[config.mk]
export PLATFORM = sky130hd
export DESIGN_NAME = pi1_rrarb
export DESIGN_NICKNAME = d
export VERILOG_FILES = /design/src/rtl/pi1_rrarb_pkg.sv /design/src/rtl/pi1_rrarb_pick.sv /design/src/rtl/pi1_rrarb.sv
export SDC_FILE = /design/constraint.sdc
export NUM_CORES = 1
export LEC_CHECK = 0
export BUFFER_PORTS_ARGS = -buffer_cell sky130_fd_sc_hd__buf_2
export CORE_AREA = 2 2 107 109
export DETAILED_ROUTE_END_ITERATION = 7
export DIE_AREA = 0 0 109 111
export PLACE_DENSITY = 0.44
export SYNTH_ARGS = -nofsm -noshare
export SYNTH_HDL_FRONTEND = slang
export SYNTH_SLANG_ARGS = --single-unit
[constraint.sdc]
create_clock -name clk_i -period 2.5 [get_ports clk_i]
set_clock_uncertainty 0.1 [all_clocks]
set_input_delay 0.25 -clock clk_i [delete_from_list [all_inputs] [get_ports clk_i]]
set_output_delay 0.25 -clock clk_i [all_outputs]
set_load 0.005 [all_outputs]
[src/rtl/pi1_rrarb_pkg.sv]
// Shared encodings for the PI1 round-robin arbiter: bus op codes and FSM states.
package pi1_rrarb_pkg;

  localparam int OPW = 2;

  typedef enum logic [OPW-1:0] {
    NOOP = 2'd0,
    WROP = 2'd1,
    RDOP = 2'd2,
    RWOP = 2'd3
  } op_e;

  typedef enum logic [1:0] {
    IDLE = 2'd0,
    REQ  = 2'd1,
    RSP  = 2'd2
  } state_e;

endpackage

[src/rtl/pi1_rrarb_pick.sv]
// Combinational round-robin winner search: starts one past the last owner and
// returns the first requester as a one-hot grant, so the last owner ranks lowest.
module pi1_rrarb_pick #(
  parameter int MCOUNT = 2,
  localparam int IDXW = $clog2(MCOUNT)
) (
  input  logic [MCOUNT-1:0] req,
  input  logic [IDXW-1:0]   last,
  output logic [MCOUNT-1:0] gnt,
  output logic              vld
);

  // Walk offsets 1..MCOUNT from the last owner; the first requester found wins.
  always_comb begin
    gnt = '0;
    vld = 1'b0;
    for (int i = 1; i <= MCOUNT; i++) begin
      for (int j = 0; j < MCOUNT; j++) begin
        if (!vld && req[j] && (j == ((int'(last) + i) % MCOUNT))) begin
          gnt[j] = 1'b1;
          vld    = 1'b1;
        end
      end
    end
  end

endmodule

[src/rtl/pi1_rrarb.sv]
// PI1 round-robin arbiter: shares one slave among MCOUNT masters using a
// two-phase (request, response) handshake with back-to-back grants.
module pi1_rrarb
  import pi1_rrarb_pkg::*;
#(
  parameter int MCOUNT    = 2,
  parameter int ARCHBITSZ = 32,
  localparam int SELW      = ARCHBITSZ / 8,
  localparam int ADDRBITSZ = ARCHBITSZ - $clog2(SELW),
  localparam int IDXW      = $clog2(MCOUNT)
) (
  input  logic                        clk_i,
  input  logic                        rst_i,
  input  logic [OPW*MCOUNT-1:0]       m_op_i,
  input  logic [ADDRBITSZ*MCOUNT-1:0] m_addr_i,
  input  logic [ARCHBITSZ*MCOUNT-1:0] m_data_i,
  input  logic [SELW*MCOUNT-1:0]      m_sel_i,
  output logic [ARCHBITSZ-1:0]        m_data_o,
  output logic [MCOUNT-1:0]           m_rdy_o,
  output logic [OPW-1:0]              s_op_o,
  output logic [ADDRBITSZ-1:0]        s_addr_o,
  output logic [ARCHBITSZ-1:0]        s_data_o,
  output logic [SELW-1:0]             s_sel_o,
  input  logic [ARCHBITSZ-1:0]        s_data_i,
  input  logic                        s_rdy_i,
  output logic [MCOUNT-1:0]           gnt_o
);

  state_e                 state_q, state_d;
  logic [MCOUNT-1:0]      gnt_q, gnt_d;
  logic [IDXW-1:0]        own_q, own_d;
  logic [IDXW-1:0]        last_q, last_d;

  logic [MCOUNT-1:0]      req_vec;
  logic [MCOUNT-1:0]      pick_req;
  logic [MCOUNT-1:0]      pick_gnt;
  logic                   pick_vld;
  logic [IDXW-1:0]        pick_last;
  logic [IDXW-1:0]        pick_idx;

  logic [OPW-1:0]         own_op;
  logic [ADDRBITSZ-1:0]   own_addr;
  logic [ARCHBITSZ-1:0]   own_data;
  logic [SELW-1:0]        own_sel;

  // A master is requesting whenever its op is anything but NOOP.
  always_comb begin
    req_vec = '0;
    for (int i = 0; i < MCOUNT; i++) begin
      req_vec[i] = (m_op_i[OPW*i +: OPW] != NOOP);
    end
  end

  // AND-OR mux of the owner's fields; collapses to zero when nobody owns the bus.
  always_comb begin
    own_op   = '0;
    own_addr = '0;
    own_data = '0;
    own_sel  = '0;
    for (int i = 0; i < MCOUNT; i++) begin
      if (gnt_q[i]) begin
        own_op   = m_op_i[OPW*i +: OPW];
        own_addr = m_addr_i[ADDRBITSZ*i +: ADDRBITSZ];
        own_data = m_data_i[ARCHBITSZ*i +: ARCHBITSZ];
        own_sel  = m_sel_i[SELW*i +: SELW];
      end
    end
  end

  // At the end of a response the current owner becomes the lowest-priority
  // master and is excluded, so a hand-over only happens to a different master.
  assign pick_req  = req_vec & ~gnt_q;
  assign pick_last = (state_q == RSP) ? own_q : last_q;

  pi1_rrarb_pick #(
    .MCOUNT (MCOUNT)
  ) u_pick (
    .req  (pick_req),
    .last (pick_last),
    .gnt  (pick_gnt),
    .vld  (pick_vld)
  );

  // One-hot winner to index, kept alongside the grant for the last-owner record.
  always_comb begin
    pick_idx = '0;
    for (int i = 0; i < MCOUNT; i++) begin
      if (pick_gnt[i]) pick_idx = IDXW'(i);
    end
  end

  // Next-state logic: arbitrate in IDLE, forward in REQ, wait for the response in RSP.
  always_comb begin
    state_d = state_q;
    gnt_d   = gnt_q;
    own_d   = own_q;
    last_d  = last_q;
    case (state_q)
      IDLE: begin
        if (pick_vld) begin
          state_d = REQ;
          gnt_d   = pick_gnt;
          own_d   = pick_idx;
        end
      end
      REQ: begin
        if (own_op == NOOP) begin
          state_d = IDLE;
          gnt_d   = '0;
          last_d  = own_q;
        end else if (s_rdy_i) begin
          state_d = RSP;
        end
      end
      RSP: begin
        if (s_rdy_i) begin
          last_d = own_q;
          if (pick_vld) begin
            state_d = REQ;
            gnt_d   = pick_gnt;
            own_d   = pick_idx;
          end else begin
            state_d = IDLE;
            gnt_d   = '0;
          end
        end
      end
      default: begin
        state_d = IDLE;
        gnt_d   = '0;
      end
    endcase
  end

  // State register; reset makes master 0 the first winner.
  always_ff @(posedge clk_i or negedge rst_i) begin
    if (!rst_i) begin
      state_q <= IDLE;
      gnt_q   <= '0;
      own_q   <= '0;
      last_q  <= IDXW'(MCOUNT - 1);
    end else begin
      state_q <= state_d;
      gnt_q   <= gnt_d;
      own_q   <= own_d;
      last_q  <= last_d;
    end
  end

  // Slave-side request and per-master ready; only REQ forwards an op.
  always_comb begin
    s_op_o   = (state_q == REQ) ? own_op : NOOP;
    s_addr_o = own_addr;
    s_data_o = own_data;
    s_sel_o  = own_sel;
    m_rdy_o  = '0;
    if (state_q == REQ || state_q == RSP) begin
      m_rdy_o = gnt_q & {MCOUNT{s_rdy_i}};
    end
  end

  assign m_data_o = s_data_i;
  assign gnt_o    = gnt_q;

endmodule

## Word-level counts from Yosys, hierarchy flattened

Cells that the tools add are included.

- Word-level logic and storage cells: 78
- Flip-flop bits (word level): 6

- Add/subtract/negate cells: 2
- Bitwise operators: 5
- Multiplexer cells: 36
- Reduce and logical (&&, ||, !) cells: 23
- Equality and inequality tests: 8

Operators with widths:

| cell | number |
|---|---|
| $logic_not 32->1 | 2 |
| $mux 32 | 2 |
| $mux 30 | 2 |
| $mux 2 | 12 |
| $mux 1 | 14 |
| $pmux 2 s3 | 2 |
| $reduce_and 3->1 | 3 |
| $mux 4 | 2 |
| $reduce_bool 2->1 | 4 |
| $logic_and 1x1->1 | 7 |
| $ne 2x2->1 const B | 3 |
| $and 2x2->2 | 2 |
| $eq 2x2->1 const A | 2 |
| $logic_not 2->1 | 2 |
| $pmux 1 s2 | 2 |
| $logic_not 1->1 | 3 |
| $ne 3x3->1 const B | 1 |
| $add 1x1->1 const B | 2 |
| $and 1x1->1 const A | 2 |
| $eq 2x1->1 const B | 1 |
| $eq 2x2->1 const B | 1 |
| $not 2->2 | 1 |
| $reduce_and 2->1 | 1 |
| $logic_or 1x1->1 | 1 |

## Longest topological paths before layout

Gate-level depths: netlist of the first run.

- Word-level depth: 23
- Mapped depth: 6

## Hierarchy

From an unflattened synthesis of the first run, not the netlist that was laid out.

- Cells, all modules: 169
- Area, all modules: 1392.6 um^2

Modules (own cells, without submodules):

| module | instances | area an instance (um^2) | cells an instance |
|---|---|---|---|
| pi1_rrarb | 1 | 1367.6 | 165 |
| pi1_rrarb_pick | 1 | 25.0 | 4 |

## Least setup slack after synthesis of the first run

No wires, ideal clock.

- Path type: reg2reg
- Start: reg state_q[1]
- End: reg last_q
- Arrival: 1.686 ns
- Period minus slack after synthesis: 1.871 ns
- Stages on the path, launching flop included: 7
- Library setup time: 0.085 ns
- Buffers on the path: 0
- Data required time: 2.315 ns
- Path slack: 0.629 ns
- Cell sequence: dfrtp_1 -> inv_1 -> ha_1 -> nor2b_1 -> a32o_1 -> nor4b_1 -> mux2_1

- Longest elaborated chain between the ends: 3

RTL lines:

| element | RTL line | source |
|---|---|---|
| start: declaration | pi1_rrarb.sv:29 | `state_e state_q, state_d;` |
| start signal: assignment | pi1_rrarb.sv:143 | `state_q <= state_d;` |
| $eq 2x1->1 or $eq 2x2->1 (tied branches) | pi1_rrarb.sv:98 | `case (state_q)` |
| $ne 2x2->1 (no line) or $reduce_bool 2->1 (tied branches) | - |  |
| $reduce_and 3->1 (no line) | - |  |
| end signal: assignment | pi1_rrarb.sv:141 | `last_q <= IDXW'(MCOUNT - 1);` |
| end signal: assignment | pi1_rrarb.sv:146 | `last_q <= last_d;` |
| end: declaration | pi1_rrarb.sv:32 | `logic [IDXW-1:0] last_q, last_d;` |

Several ways; a longest one is shown, not always the timed one.
A chain may end at the register's enable or synchronous reset.

## Worst setup path after layout of the first run

- Start: reg gnt_q[0] (netlist: gnt_o[0])
- End: out s_data_o[28]

- Longest elaborated chain between the ends: 2

RTL lines:

| element | RTL line | source |
|---|---|---|
| start: declaration | pi1_rrarb.sv:30 | `logic [MCOUNT-1:0] gnt_q, gnt_d;` |
| start signal: assignment | pi1_rrarb.sv:144 | `gnt_q <= gnt_d;` |
| $mux 32 (2 in a row) | pi1_rrarb.sv:61 | `if (gnt_q[i]) begin` |
| end: declaration | pi1_rrarb.sv:22 | `output logic [ARCHBITSZ-1:0] s_data_o,` |

No other way between the ends.

==> results.tsv, run 1 <==
metric	value	unit
setup_violations	0	
overflow	0	
final_cells	478	
drt_iter0_markers	24	
post-cts-setup-buffers	0	
finalWeightedCongestion	0.8416	
async_flop_share	100.0	%
grt_usage	9.836	%
fillers	1245	
via_per_inst	4.094	
io_pins	275	
critPathRequiredTime	2.15	ns
drv_cap	0	
irDropWorstVdd	508.2	µV
portBuffers	210	
synth_edf_count	0	
synth_area_leaders	a22o_1, buf_4, dfrtp_1	
place_area	0.002342	mm²
ant_nets	0	
hold_path.class	input port to asynchronous set/reset pin	
fin_crit_sh	81.14	%
power.density	827.5	mW/mm²
num_vias	1957	
final_common_cell	buf_2	
crit_type	flop to output pin	
first_pass_iters	4	
rrSetupSlack	0.52	ns
worstMarginPinSlew	0.3533	ns
synth-seq-area-share	10.98	%
fin_area	0.002431	mm²
fmax	493.0	MHz
grt_max_degree	37	
synth_fp_nets	338	
n_antenna_cell	0	
syn_area_per_cell	8.459	µm²
cts_sinks	6	
synth_flop_cell	dfrtp_1	
drcViolationCount	0	
hold_viol	0	
drv_slew	0	
dieArea	0.01210	mm²
antenna_found_initial	0	
cts_buffer_depth	2	
layout_common_cells	buf_2, a22o_1	
die_h	111	µm
whs	0.2714	ns
fin_crit	2.028	ns
fin_nets	511	
hold_buffers	1	
syn_inst	163	
syn-cell-area	0.001379	mm²
layout-drive-gt1-share	66.57	%
area_growth	76.32	%
cts_tree	yes	
htreeDepth	1	
synth_area_leader_cell	a22o_1	
die_x	109	µm
fp-row-count	39	
grt_pass1_wl	9.252	mm
wl_per_cell	14.21	µm
crit_fanout	36	
cts_resized	0	
cp_cell_sequence	nor2b_4, buf_4, a22o_1, buf_2	
start_kind	flop	
drt_wl_total	6.793	mm
utilization	21.95	%
fp.coreArea	0.01108	mm²
finalSetupTns	0	ns
synth-warning-count	0	
slew_headroom	76.27	%
rsz0062_at_grt	no	
yosysTopAreaCellShare	42.56	%
end_kind	output pin	
status	completed	
clkSlewWorstSetupHoldPaths	0.04	ns
cts_buffers	3	
critPathSlowestCell	dfrtp_1	
p_leak	0.001430	µW
synth_cell_types	30	
start_util	12.45	%
clkLatencyLatePin	0.23	ns
grt_pass1_vias	1831	
dp.cells	473	
root_buffer	clkbuf_16	
cp.arrival	1.68	ns
hpwl	5.737	mm
synth-seq-cells	6	
slowest_delay	0.49	ns
[power by group]
| group | switching [µW] | total (µW) | internal (µW) |
|---|---|---|---|
| sequential | 56.2 | 209 | 153 |
| combinational | 747 | 1530 | 786 |
| clock | 57.7 | 269 | 212 |
[routing by layer]
| metal | share of wire, % | routed length, µm | track usage, % | vias up |
|---|---|---|---|---|
| met5 | 0 | 0 | 0 | - |
| met4 | 1.3 | 87 | 2.735 | 0 |
| li1 | - | - | - | 955 |
| met1 | 40 | 2700 | 11.19 | 887 |
| met2 | 48 | 3275 | 17.47 | 106 |
| met3 | 11 | 730 | 2.939 | 9 |
[state kept, by name (all words and copies together) (netlist names)]
signal and count:
gnt_o 2, last_q 1, own_q 1, state_q 2
[worst paths after layout]
kind / start / end / cells past startpoint
max: gnt_o[0]$_DFFE_PN0P_ / s_data_o[28] / 4
min: rst_i / own_q$_DFFE_PN0P_ / 2
min in group clk_i: s_rdy_i / state_q[1]$_DFFE_PN0P_ / 3
min reg2reg: own_q$_DFFE_PN0P_ / own_q$_DFFE_PN0P_ / 1
max reg2reg: state_q[1]$_DFFE_PN0P_ / last_q$_DFFE_PN1P_ / 6
max in group asynchronous: rst_i / last_q$_DFFE_PN1P_ / 2
[critical path: cells and delay by family, from the launching register on]
family,cells,cell delay (ns)
and+or+nand+nor,1,0.20
DFF,1,0.49
AOI/OAI and AO/OA,1,0.24
buffers and inverters,2,0.50
[cells in the mapped netlist (all sizes together) (2+ instances only)]
cell type and count:
a22o 67, buf 39, clkbuf 8, dfrtp 5
nor2b 5, ha 4, o21ai 4, mux2i 3
o21bai 3, a21boi 2, a21o 2, a21oi 2
a32o 2, and3 2, inv 2, nand2 2
nor2 2, nor3 2
[cell type report]
class | instances | area [µm²] | share of cell area (%)
Tap cell | 143 | 178.9 | 7.360
Sequential cell | 6 | 152.6 | 6.279
Timing Repair Buffer | 215 | 1091 | 44.88
Inverter | 2 | 7.507 | 0.3088
Multi-Input combinational cell | 108 | 922.1 | 37.93
Clock buffer | 4 | 78.83 | 3.242
[logic make-up (layout without fill, tap and decap cells)]
logic type | count (synthesis) | after routing | synth area share [%]
adders and majority gates | 4 | 4 | 3.630
muxes | 4 | 4 | 2.995
and+or+nand+nor | 17 | 17 | 7.079
DFF | 6 | 6 | 10.98
AOI/OAI and AO/OA | 83 | 83 | 52.63
buffers and inverters | 49 | 221 | 22.69
[metrics by stage]
| step | power, µW | setup WS [ns] |
|---|---|---|
| finish | 2012 | 0.4715 |
| global route | 2202 | 0.3558 |
| CTS | 2042 | 0.4510 |
| detailed placement | 1762 | 0.5233 |
| global placement | 1757 | 0.5446 |
| floorplan | 1140 | 0.6291 |
Note: power is estimated with default switching activity, not from simulation.
==> run 2: changes to the inputs <==
--- a/config.mk
+++ b/config.mk
@@ -6,10 +6,10 @@
 export NUM_CORES = 1
 export LEC_CHECK = 0
 export BUFFER_PORTS_ARGS = -buffer_cell sky130_fd_sc_hd__buf_2
-export CORE_AREA = 2 2 107 109
+export CORE_AREA = 2 2 108 110
 export DETAILED_ROUTE_END_ITERATION = 7
-export DIE_AREA = 0 0 109 111
-export PLACE_DENSITY = 0.44
+export DIE_AREA = 0 0 110 112
+export PLACE_DENSITY = 0.45
 export SYNTH_ARGS = -nofsm -noshare
 export SYNTH_HDL_FRONTEND = slang
 export SYNTH_SLANG_ARGS = --single-unit
==> constraint.sdc (replaced) <==
create_clock -name clk_i -period 1.8 [get_ports clk_i]
set_clock_uncertainty 0.1 [all_clocks]
set_input_delay 0.18 -clock clk_i [delete_from_list [all_inputs] [get_ports clk_i]]
set_output_delay 0.18 -clock clk_i [all_outputs]
set_load 0.005 [all_outputs]
==> results.tsv, run 2 (synthesis gave the netlist of run 1 again) <==
metric	value	unit
critPathSlowestCell	dfrtp_1	
layout-drive-gt1-share	71.71	%
cp_cell_sequence	ha_4, and2_4, a32o_2, or3b_4, a22o_1	
via_per_inst	4.229	
drv_slew	0	
hpwl	5.613	mm
dieArea	0.01232	mm²
fmax	536.2	MHz
irDropWorstVdd	734.6	µV
grt_pass1_wl	9.266	mm
root_buffer	clkbuf_16	
grt_usage	9.539	%
r2r-start	state_q[0]$_DFFE_PN0P_	
area_growth	94.56	%
fp.coreArea	0.01117	mm²
n_antenna_cell	0	
die_h	112	µm
rrSetupSlack	-0.07	ns
grt_max_degree	45	
portBuffers	210	
slew_headroom	69.54	%
p_leak	0.001557	µW
start_kind	flop	
end_kind	flop	
fin_crit_sh	103.6	%
place_area	0.002446	mm²
cts_buffers	3	
power.density	1226	mW/mm²
clkLatencyLatePin	0.23	ns
setup_violations	3	
ant_nets	0	
cts_tree	yes	
final_common_cell	buf_2	
fin_area	0.002683	mm²
power	3288	µW
finalWeightedCongestion	0.7649	
hold_viol	0	
clkSlewWorstSetupHoldPaths	0.03	ns
setup_slack	-0.06502	ns
fin_crit	1.865	ns
fp-row-count	39	
drt_wl_total	6.976	mm
overflow	0	
io_pins	275	
antenna_found_initial	0	
grt_pass1_vias	1884	
drt_iter0_markers	60	
violations	setup timing	
preCtsSetupSlack	-0.06496	ns
hold_path.class	input port to asynchronous set/reset pin	
wl_per_cell	14.15	µm
status	finished, violations left	
cts_sinks	6	
start_util	12.34	%
reg2reg_to	gnt_o[0]$_DFFE_PN0P_	
crit_type	flop to flop	
whs	0.2069	ns
drv_cap	0	
drcViolationCount	0	
worstMarginPinSlew	0.4568	ns
crit_fanout	3	
critPathLaunch	state_q[0]$_DFFE_PN0P_	
die_x	110	µm
cp.arrival	1.88	ns
timing.reg2reg.worst_path_depth	5	
endpoint	gnt_o[0]$_DFFE_PN0P_	
fin_nets	526	
cts_buffer_depth	2	
slowest_delay	0.42	ns
num_vias	2085	
layout_common_cells	buf_2, a22o_1, buf_4	
htreeDepth	1	
rsz0062_at_grt	yes	
first_pass_iters	4	
critPathRequiredTime	1.81	ns
==> run 2: worst min-delay path by stage <==
stage          slack (ns)  cells past startpoint                      to
2_1_floorplan       -0.22                      0    gnt_o[0]$_DFFE_PN0P_
3_3_place_gp        -0.08                      1       own_q$_DFFE_PN0P_
3_5_place_dp        -0.08                      1       own_q$_DFFE_PN0P_
4_1_cts              0.21                      2  state_q[1]$_DFFE_PN0P_
5_1_grt              0.22                      2    gnt_o[1]$_DFFE_PN0P_
6_report             0.21                      2    gnt_o[1]$_DFFE_PN0P_
==> run 2: through the flow <==
| stage | utilization, % | cells | TNS (ns) |
|---|---|---|---|
| CTS | 22.99 | 488 | -0.07386 |
| finish | 24.01 | 493 | -0.1059 |
| global route | 24.01 | 493 | -1.335 |
| global placement | 21.89 | 481 | -0.1146 |
| detailed placement | 21.89 | 481 | -0.1713 |
| floorplan | - | 163 | -0.02142 |
==> run 2: what timing repair did <==
item                                    in CTS  in global routing
pin swaps                                    3                  4
buffers inserted                             2                  3
resized for setup                            5                  9
cloned                                       0                  2
endpoints found under the hold margin        6                  0
hold buffers                                 1                  0
endpoints found under the setup margin       9                 24
==> run 2: layout make-up <==
class	instances	area [µm²]
clock buffers	4	78.83
multi-input cells	108	980.9
flip-flops and latches	6	152.6
repair buffers	230	1284
fillers	1233	8492
well taps	143	178.9
inverters	2	7.507
==> run 2: power by group <==
group,internal (µW),switching [µW],total (µW),leakage [µW]
Clock,294,78.3,372,0.0000382
Sequential,213,63.4,276,0.0000727
Combinational,1470,1170,2640,0.00145
==> run 2: layer usage <==
metal,track usage [%],vias up,part of all wire (%)
met2,17.87,100,54
met4,2.194,0,0.85
li1,-,988,-
met3,1.112,10,6.4
met1,11.30,987,39
met5,0,-,0
==> run 2: worst max-delay path: cells and delay by family (launching register included) <==
kind,cells,cell delay (ns)
adder cells (fa/ha/maj),1,0.19
AND/OR/NAND/NOR,2,0.54
flip-flops,1,0.42
AO/OA/AOI/OAI,2,0.49
==> run 3: changes to the inputs <==
--- a/config.mk
+++ b/config.mk
@@ -5,11 +5,12 @@
 export SDC_FILE = /design/constraint.sdc
 export NUM_CORES = 1
 export LEC_CHECK = 0
+export ABC_AREA = 1
 export BUFFER_PORTS_ARGS = -buffer_cell sky130_fd_sc_hd__buf_2
-export CORE_AREA = 2 2 108 110
+export CORE_AREA = 2 2 106 108
 export DETAILED_ROUTE_END_ITERATION = 7
-export DIE_AREA = 0 0 110 112
-export PLACE_DENSITY = 0.45
+export DIE_AREA = 0 0 108 110
+export PLACE_DENSITY = 0.49
 export SYNTH_ARGS = -nofsm -noshare
 export SYNTH_HDL_FRONTEND = slang
 export SYNTH_SLANG_ARGS = --single-unit
==> results.tsv, run 3 <==
metric	value	unit
status	completed	
portBuffers	210	
num_vias	2618	
async_flop_share	100.0	%
cts_buffers	3	
via_per_inst	4.156	
grt_pass1_wl	9.756	mm
synth-warning-count	0	
die_h	110	µm
crit_type	flop to output pin	
critPathSlowestCell	dfrtp_1	
synth_area_leaders	nand2_1, nand3_1, buf_4	
grt_usage	10.14	%
crit_fanout	4	
layout-drive-gt1-share	48.37	%
clkLatencyLatePin	0.22	ns
synth_cell_types	24	
n_antenna_cell	0	
cp_cell_sequence	inv_1, ha_1, inv_1, nor3_1, buf_2	
drt_iter0_markers	79	
end_kind	output pin	
syn-cell-area	0.001687	mm²
fmax	588.5	MHz
yosysTopAreaCellShare	32.94	%
cts_sinks	6	
worstMarginPinSlew	0.3354	ns
utilization	25.18	%
synth_edf_count	0	
irDropWorstVdd	530.5	µV
layout_common_cells	buf_2, nand2_1, nand3_1	
synth-seq-cells	6	
syn_inst	323	
drcViolationCount	0	
root_buffer	clkbuf_8	
first_pass_iters	4	
overflow	0	
drv_cap	0	
dieArea	0.01188	mm²
slowest_delay	0.38	ns
fin_crit	1.699	ns
drt_wl_total	6.979	mm
setup_violations	0	
synth_common_cells	nand2_1, nand3_1, buf_4	
fin_crit_sh	94.40	%
final_common_cell	buf_2	
grt_pass1_vias	2190	
hpwl	5.563	mm
cts_tree	yes	
crit_top_cell	inv_1	
fin_area	0.002694	mm²
p_int	1362	µW
power.density	1075	mW/mm²
preCtsSetupSlack	0.2430	ns
cp.arrival	1.42	ns
switchingPower	1534	µW
grt_max_degree	71	
fin_nets	666	
place_area	0.002621	mm²
clkPwrFrac	7.4	%
fp-row-count	38	
finalSetupTns	0	ns
antenna_found_initial	0	
synth_area_leader_cell	nand2_1	
htreeDepth	1	
finalWeightedCongestion	0.8535	
io_pins	275	
start_kind	flop	
setup_slack	0.1007	ns
fp.coreArea	0.01070	mm²
synth_fp_nets	498	
synth_flop_cell	dfrtp_1	
rsz0062_at_grt	no	
cts_buffer_depth	2	
ant_nets	0	
post-synth-top-count-cell	nand2_1	
drv_slew	0	
wl_per_cell	11.08	µm
power_switching_share	52.98	%
synth-seq-area-share	8.976	%
start_util	15.77	%
critPathRequiredTime	1.52	ns
syn_area_per_cell	5.222	µm²
die_x	108	µm
clkSlewWorstSetupHoldPaths	0.04	ns
p_seq_share	10.2	%
hold_path.class	input port to flop	
hold_viol	0	
p_leak	0.001795	µW
slew_headroom	77.64	%
area_growth	59.72	%
comb_power_share	82.4	%
## run 3: cell types whose count changed in the layout (fill, tap and decap cells not counted), moves of 3 or more
cell / delta
nand2_2: +4
inv_1: +10
clkbuf_8: +3
nand3_1: +69
clkbuf_16: -5
nand2_1: +146
a22o_1: -67
mux2i_1: -3
nor2b_4: -3
buf_4: -7
## run 3: logic make-up (layout without fill, tap and decap cells)
logic type	after synthesis	in the layout	share of synthesized area (%)
buf+inv	69	236	24.56
flops	6	6	8.977
simple gates	232	232	59.35
compound gates	12	12	4.154
fa+ha+maj	4	4	2.967
## run 3: critical path: cells and delay by family, from the launching register on
kind | cells | cell delay (ns)
fa+ha+maj | 1 | 0.34
flops | 1 | 0.38
buf+inv | 3 | 0.30
simple gates | 1 | 0.18
## run 3: power groups by stage
stage | Combinational [µW] | Sequential, µW | Clock [µW]
4_1_cts | 2380 | 294 | 218
3_3_place_gp | 2360 | 296 | 0
6_report | 2390 | 296 | 215
5_1_grt | 2710 | 304 | 229
3_5_place_dp | 2360 | 295 | 0
2_1_floorplan | 1520 | 247 | 0
## run 3: cell type report
class / count / area (µm²)
Clock buffer: 4 / 45.04
Fill cell: 1280 / 8004
Inverter: 14 / 60.06
Multi-Input combinational cell: 248 / 1121
Sequential cell: 6 / 153.9
Tap cell: 140 / 175.2
Timing Repair Buffer: 218 / 1139
## run 3: final timing paths
check / from / to / slack, ns / cells after the start
setup / recovery: state_q[0]$_DFFE_PN0P_ / m_rdy_o[0] / 0.10 / 5
hold / removal: s_rdy_i / state_q[1]$_DFFE_PN0P_ / 0.16 / 3
setup reg to reg: gnt_o[1]$_DFFE_PN0P_ / gnt_o[1]$_DFFE_PN0P_ / 0.31 / 9
hold reg to reg: last_q$_DFFE_PN1P_ / last_q$_DFFE_PN1P_ / 0.39 / 2
max in group asynchronous: rst_i / last_q$_DFFE_PN1P_ / 1.16 / 2
min in group asynchronous: rst_i / state_q[1]$_DFFE_PN0P_ / 0.21 / 2
## run 3: layer usage
metal | global-route usage, % | vias up | routed length [µm] | share of wire [%]
met1 | 11.32 | 1133 | 2732 | 39
li1 | - | 1331 | - | -
met2 | 20.04 | 140 | 3538 | 51
met3 | 1.587 | 14 | 622 | 8.9
met4 | 2.289 | 0 | 85 | 1.2
met5 | 0 | - | 0 | 0
## run 3: what timing repair did
item,4_1_cts,5_1_grt
endpoints found under the hold margin,6,0
hold buffers,1,0
buffers inserted,0,2
endpoints found under the setup margin,0,23
gates resized for setup,0,1
## run 3: through the flow
stage          hold WS [ns]  std cells  power, µW
2_1_floorplan       -0.2156        323       1771
3_3_place_gp       -0.08033        623       2653
3_5_place_dp       -0.08195        623       2651
4_1_cts              0.1578        628       2892
5_1_grt              0.1977        630       3243
6_report             0.1573        630       2896
